===== config.mk =====
export PLATFORM = sky130hd
export DESIGN_NAME = pythag_leg_solver_flat
export DESIGN_NICKNAME = d
export VERILOG_FILES = /design/src/rtl/pythag_leg_solver_if.sv /design/src/rtl/pythag_leg_solver.sv /design/src/flat_wrapper.sv
export SDC_FILE = /design/constraint.sdc
export NUM_CORES = 1
export LEC_CHECK = 0
export BUFFER_PORTS_ARGS = -buffer_cell sky130_fd_sc_hd__buf_2
export CAP_MARGIN = 0
export CORE_MARGIN = 8
export CORE_UTILIZATION = 40
export DETAILED_ROUTE_END_ITERATION = 10
export PLACE_DENSITY = 0.53
export SLEW_MARGIN = 20
export SYNTH_ARGS = -nofsm -noshare
export SYNTH_HDL_FRONTEND = slang
export SYNTH_SLANG_ARGS = --single-unit

===== constraint.sdc =====
create_clock -name clk -period 7.9 [get_ports clk]
set_clock_uncertainty 0.2 [all_clocks]
set_input_delay 1.185 -clock clk [delete_from_list [all_inputs] [get_ports clk]]
set_output_delay 1.185 -clock clk [all_outputs]
set_load 0.05 [all_outputs]

===== src/rtl/pythag_leg_solver_if.sv =====
// pythag_leg_solver_if
//   Host-side bundle for the leg solver.
//   master : host   (drives ena, start, r, x; observes y, done, busy, err)
//   slave  : solver (observes ena, start, r, x; drives y, done, busy, err)
//   ena   - clock enable, freezes the solver when low
//   start - request, only looked at while the solver is idle
//   r, x  - hypotenuse and known leg, unsigned 8-bit
//   y     - result leg, held until the next done
//   done  - one-cycle result-valid pulse
//   busy  - request in flight
//   err   - x was larger than r
interface pythag_leg_solver_if;
    logic       ena;
    logic       start;
    logic [7:0] r;
    logic [7:0] x;
    logic [7:0] y;
    logic       done;
    logic       busy;
    logic       err;

    modport master (
        output ena, start, r, x,
        input  y, done, busy, err
    );

    modport slave (
        input  ena, start, r, x,
        output y, done, busy, err
    );
endinterface


===== src/rtl/pythag_leg_solver.sv =====
// pythag_leg_solver
//   Computes y = floor(sqrt(r^2 - x^2)) with no multiplier: both squares
//   are built by shift-and-add over 8 cycles, one cycle subtracts, and the
//   root is resolved one bit per cycle from MSB down. Fixed 17-edge latency
//   from accept to done.
//   clk  - rising-edge clock
//   rst  - synchronous active-high reset, effective even while ena is low
//   bus  - slave side of pythag_leg_solver_if (ena/start/r/x in,
//          y/done/busy/err out)
module pythag_leg_solver (
    input logic                 clk,
    input logic                 rst,
    pythag_leg_solver_if.slave  bus
);

    typedef enum logic [1:0] {IDLE, SQ, SUB, RT} state_t;

    state_t      state;
    state_t      state_next;

    logic [7:0]  r_q;
    logic [7:0]  x_q;
    logic [15:0] r2;
    logic [15:0] x2;
    logic [15:0] diff;
    logic [2:0]  cnt;       // SQ: multiplier bit index; RT: root bit index
    logic        flag;
    logic [7:0]  res;
    logic [17:0] res_sq;    // always equals res*res

    logic [7:0]  y_q;
    logic        done_q;
    logic        busy_q;
    logic        err_q;

    logic [15:0] r_pp;
    logic [15:0] x_pp;
    logic [7:0]  trial;
    logic [17:0] trial_sq;
    logic        take;

    // Partial products for the current multiplier bit.
    always_comb begin
        r_pp = 16'd0;
        x_pp = 16'd0;
        if (r_q[cnt]) r_pp = {8'd0, r_q} << cnt;
        if (x_q[cnt]) x_pp = {8'd0, x_q} << cnt;
    end

    // Bits below cnt are still zero in res, so (res | 2^b)^2 expands to
    // res^2 + res*2^(b+1) + 2^(2b) -- only shifts and adds.
    always_comb begin
        trial    = res | (8'd1 << cnt);
        trial_sq = res_sq
                 + ({9'd0, res, 1'b0} << cnt)
                 + (18'd1 << {cnt, 1'b0});
        take     = (trial_sq <= {2'b00, diff});
    end

    always_ff @(posedge clk) begin
        if (rst)
            state <= IDLE;
        else if (bus.ena)
            state <= state_next;
    end

    always_comb begin
        state_next = state;
        case (state)
            IDLE: if (bus.start)   state_next = SQ;
            SQ:   if (cnt == 3'd7) state_next = SUB;
            SUB:                   state_next = RT;
            RT:   if (cnt == 3'd0) state_next = IDLE;
            default:               state_next = IDLE;
        endcase
    end

    always_ff @(posedge clk) begin
        if (rst) begin
            r_q    <= 8'd0;
            x_q    <= 8'd0;
            r2     <= 16'd0;
            x2     <= 16'd0;
            diff   <= 16'd0;
            cnt    <= 3'd0;
            flag   <= 1'b0;
            res    <= 8'd0;
            res_sq <= 18'd0;
            y_q    <= 8'd0;
            done_q <= 1'b0;
            busy_q <= 1'b0;
            err_q  <= 1'b0;
        end else if (bus.ena) begin
            done_q <= 1'b0;
            case (state)
                IDLE: begin
                    if (bus.start) begin
                        r_q    <= bus.r;
                        x_q    <= bus.x;
                        r2     <= 16'd0;
                        x2     <= 16'd0;
                        flag   <= 1'b0;
                        cnt    <= 3'd0;
                        busy_q <= 1'b1;
                    end
                end
                SQ: begin
                    r2  <= r2 + r_pp;
                    x2  <= x2 + x_pp;
                    cnt <= cnt + 3'd1;    // wraps 7 -> 0 on leaving SQ
                end
                SUB: begin
                    if (r2 >= x2) begin
                        diff <= r2 - x2;
                        flag <= 1'b0;
                    end else begin
                        diff <= 16'd0;
                        flag <= 1'b1;
                    end
                    res    <= 8'd0;
                    res_sq <= 18'd0;
                    cnt    <= 3'd7;
                end
                RT: begin
                    if (take) begin
                        res    <= trial;
                        res_sq <= trial_sq;
                    end
                    cnt <= cnt - 3'd1;
                    if (cnt == 3'd0) begin
                        y_q    <= take ? trial : res;
                        err_q  <= flag;
                        done_q <= 1'b1;
                        busy_q <= 1'b0;
                    end
                end
                default: ;
            endcase
        end
    end

    assign bus.y    = y_q;
    assign bus.done = done_q;
    assign bus.busy = busy_q;
    assign bus.err  = err_q;

endmodule


===== src/flat_wrapper.sv =====
// flat-port wrapper written by rule: the top's interface ports become plain ports
module pythag_leg_solver_flat 
  (clk, rst, bus_ena, bus_start, bus_r, bus_x, bus_y, bus_done, bus_busy, bus_err);
  pythag_leg_solver_if bus_i ();
  input logic clk;
  input logic rst;
  input wire logic [$bits(bus_i.ena)-1:0] bus_ena;
  input wire logic [$bits(bus_i.start)-1:0] bus_start;
  input wire logic [$bits(bus_i.r)-1:0] bus_r;
  input wire logic [$bits(bus_i.x)-1:0] bus_x;
  output wire logic [$bits(bus_i.y)-1:0] bus_y;
  output wire logic [$bits(bus_i.done)-1:0] bus_done;
  output wire logic [$bits(bus_i.busy)-1:0] bus_busy;
  output wire logic [$bits(bus_i.err)-1:0] bus_err;
  assign bus_i.ena = bus_ena;
  assign bus_i.start = bus_start;
  assign bus_i.r = bus_r;
  assign bus_i.x = bus_x;
  assign bus_y = bus_i.y;
  assign bus_done = bus_i.done;
  assign bus_busy = bus_i.busy;
  assign bus_err = bus_i.err;
  pythag_leg_solver u_core (.clk(clk), .rst(rst), .bus(bus_i));
endmodule

==> summary.md <==
| Metric | Value |
|---|---|
| Core area | 21600 sq um |
| LEAKAGE | ~4.1 nW |
| IO Pins | 31 |
| Routed via count | just under 8000 |
| Post-synth top area cell | dfxtp_1 |
| Top cells by area, synth | dfxtp_1, ha_1, nand2_1 |
| Final worst-path setup slack | around 1100 ps |
| Worst-path clk slew | 80 ps |
| RSZ-0062 raised after global routing | false |
| Sw Share | 28.9% |
| Via density | roughly 5.6 |
| Setup TNS | 0 ps |
| Hold EP | u_core.diff[3] |
| Reg2reg path depth | 19 |
| Max Slew Vio Count | 0 |
| Sequential area share after synthesis | about 25% |
| Row count | 54 |
| Worst setup SP type | register |
| CP max FO | 26 |
| Number of global-route vias before repair | roughly 7500 |
| Register bit count reported by yosys | between 100 and 150 |
| Hold Crit Class | reg -> reg |
| Max_cap viols | 0 |
| Antenna cells | 0 |
| Biggest cell delay along the critical path | slightly above 700 ps |
| First-pass GRT wire length | about 41000 um |
| Total CTS buffers | 9 |
| Fmax | 148 MHz |
| Worst-path cell chain | clkinv_1 > nor3_1 > inv_1 > fa_1 > inv_1 > ha_1 > and3_1 > a221o_1 > a41o_1 > a21oi_1 > xnor2_1 > ha_1 > a211oi_1 > o21ai_0 > o211ai_1 > nand3_1 > o31ai_1 > nand4_4 > mux2_2 |
| Reg-to-reg slack, setup | 1150 ps |
| Psw | between 300 and 400 uW |
| Synth cell types | 64 |
| R2R Path End | u_core.res_sq[14] |
| Most used DFF post-synth | dfxtp_1 |
| Crit path kind | reg -> reg |
| Initial core utilization | between 40% and 50% |
| Die width | about 160 um |
| Ys async rst share | 0% |
| Post_cts resized | 0 |
| Setup slack after placement | 1170 ps |
| Tcrit/Tclk final | roughly 85% |
| Share of the synthesized area in the top cell type | approximately a quarter |
| Part of the power in the clock network | between 40 and 50% |
| Fin nets | around 1300 |
| Pwr/cell area | around 130 nW/um^2 |
| Worst min-delay path startpoint | u_core.diff[3] |
| Req. time, crit path | around 8000 ps |
| Syn nets | approximately 1300 |
| Area grow syn2layout | 7.63% |
| Die Y | around 160 um |
| GR Overflow Total | 0 |
| Longest Clk Path Bufs | 2 |
| CP endpoint kind | register |
| P_int | approximately 860 uW |
| Syn Area/Cell | approximately 7.6 sq um |
| HPWL after DPL | 19400 um |
| Hold-critical path depth | 2 |
| Initial antenna violation count | 0 |
| Slew HR | between 20% and 30% |
| DRC Markers | 0 |
| TritonCTS Sinks | around 110 |
| Clk_lat worst skew | 360 ps |
| # Post-CTS Setup Buffers | 0 |
| Detailed Routing Iterations Pass 1 | 5 |
| Port buffer count | 30 |
| CP arrival | about 6800 ps |
| Final Hold Vio Count | 0 |
| Measured slew at the worst slew-check pin | between 1000 and 1500 ps |
| CTS root buf | clkbuf_16 |
| Initial DRC Count | approximately 660 |
| Layout cells sized above 1 | ~7.7% |
| Cells after Synth | around 1100 |
| Maximum vdd ir drop | ~0.00010 V |
| # setup viols final | 0 |
| TritonCTS clock tree | done |
| Pin count of the biggest net entering global routing | 48 |
| Post-Route WL | around 25000 um |
| Commonest non-fill, non-tap cell in the layout | nand2_1 |
| Mapped Area | about 8700 sq um |
| WL/cell | approximately 18 um |
| # hold bufs at CTS | 0 |
| Total track usage | about a fifth |
| Remaining antenna violation count | 0 |
| CTS HTree Levels | 3 |
| R2R Path Start | u_core.cnt[1] |
| Status | finished, final reports clean |
| Post-synth EDFFs | 0 |
| Final worst path period need | just under 7000 ps |
| RD Place Congestion | roughly 0.9 |
| Seq pwr share | 46.1% |
| Logic pwr share | 13.3% |
| Synthesis warning total | 0 |
| Most frequent cells in the layout | nand2_1, a21oi_1, dfxtp_1 |
| Crit-path slowest cell | dfxtp_1 |
| Die area | between 20000 and 30000 sq um |
-- cell usage after synthesis (all sizes together), types with 19 or more instances --
cell type / n
a211oi: 20
a21o: 19
a21oi: 107
and2: 20
clkbuf: 46
dfxtp: 107
ha: 91
inv: 67
mux2i: 30
nand2: 168
nand3: 55
nor2: 91
nor3: 27
o21ai: 50
xnor2: 23
-- layout make-up --
class | count | area, sq um
clock inverters | 6 | 73.8
flip-flops and latches | 107 | 2140
fillers | 2256 | 12200
clock buffers | 10 | 239
well taps | 280 | 350
inverters | 68 | 255
multi-input cells | 915 | 6130
repair buffers | 39 | 218
-- flip-flops by register name, indices dropped and copies added, names as in the netlist --
register         cells
u_core.bus.y         8
u_core.bus.busy      1
u_core.r_q           8
u_core.r2           16
u_core.diff         16
u_core.bus.done      1
u_core.state         2
u_core.x_q           8
u_core.cnt           3
u_core.res           8
u_core.x2           16
u_core.bus.err       1
u_core.flag          1
u_core.res_sq       18
-- cells by family (layout without fill, tap and decap cells) --
| family | after synthesis | in the layout | share of synthesized area, % |
|---|---|---|---|
| and+or+nand+nor | 442 | 442 | 23.7 |
| adders and majority gates | 103 | 103 | 15.8 |
| muxes | 46 | 46 | 6.01 |
| AOI/OAI and AO/OA | 286 | 286 | 20.9 |
| xor gates and xnor gates | 38 | 38 | 3.81 |
| DFF | 107 | 107 | 24.5 |
| buffers and inverters | 121 | 123 | 5.37 |
-- stage by stage --
| step | hold slack (ps) | utilization (%) | cell area (sq um) | power, mW | instances |
|---|---|---|---|---|---|
| after global routing | 268 | 43.5 | 9410 | 1.26 | 1425 |
| after detailed placement | 245 | 42.1 | 9090 | 0.730 | 1409 |
| final | 252 | 43.5 | 9410 | 1.21 | 1425 |
| after global placement | 240 | 42.1 | 9090 | 0.730 | 1409 |
| after CTS | 255 | 43.5 | 9410 | 1.22 | 1425 |
| after floorplan | 225 | - | 8740 | 0.682 | 1143 |
-- power by group through the flow --
stage / registers, mW / clock network (mW) / logic, mW
global route: 0.558 / 0.520 / 0.177
global placement: 0.569 / 0 / 0.161
finish: 0.557 / 0.490 / 0.160
CTS: 0.556 / 0.505 / 0.162
floorplan: 0.566 / 0 / 0.116
detailed placement: 0.569 / 0 / 0.161
-- how the worst max path moves through the flow --
stage,startpoint,end,cells past startpoint,slack (ps)
final,u_core.cnt[1],u_core.res_sq[14],19,1150
after global placement,u_core.cnt[1],u_core.res_sq[14],19,1460
after global routing,u_core.cnt[1],u_core.res[6],19,710
after floorplan,u_core.cnt[0],u_core.res[0],21,2370
after detailed placement,u_core.cnt[1],u_core.res_sq[14],19,1170
after CTS,u_core.cnt[1],u_core.res_sq[14],19,1160
-- metal layers --
layer | routed length, um | GRT usage [%]
met1 | 11800 | 24.8
met3 | 1060 | 2.88
met5 | 0 | 0
met2 | 11800 | 31.5
met4 | 584 | 5.91
-- worst max-delay path: cells and delay by family, from the launching register on --
kind,cells,cell delay (ps)
compound gates,7,1690
xor+xnor,1,210
fa+ha+maj,3,1220
buf+inv,3,640
flops,1,710
mux,1,480
simple gates,4,1510
(Power assumes the default switching activity.)
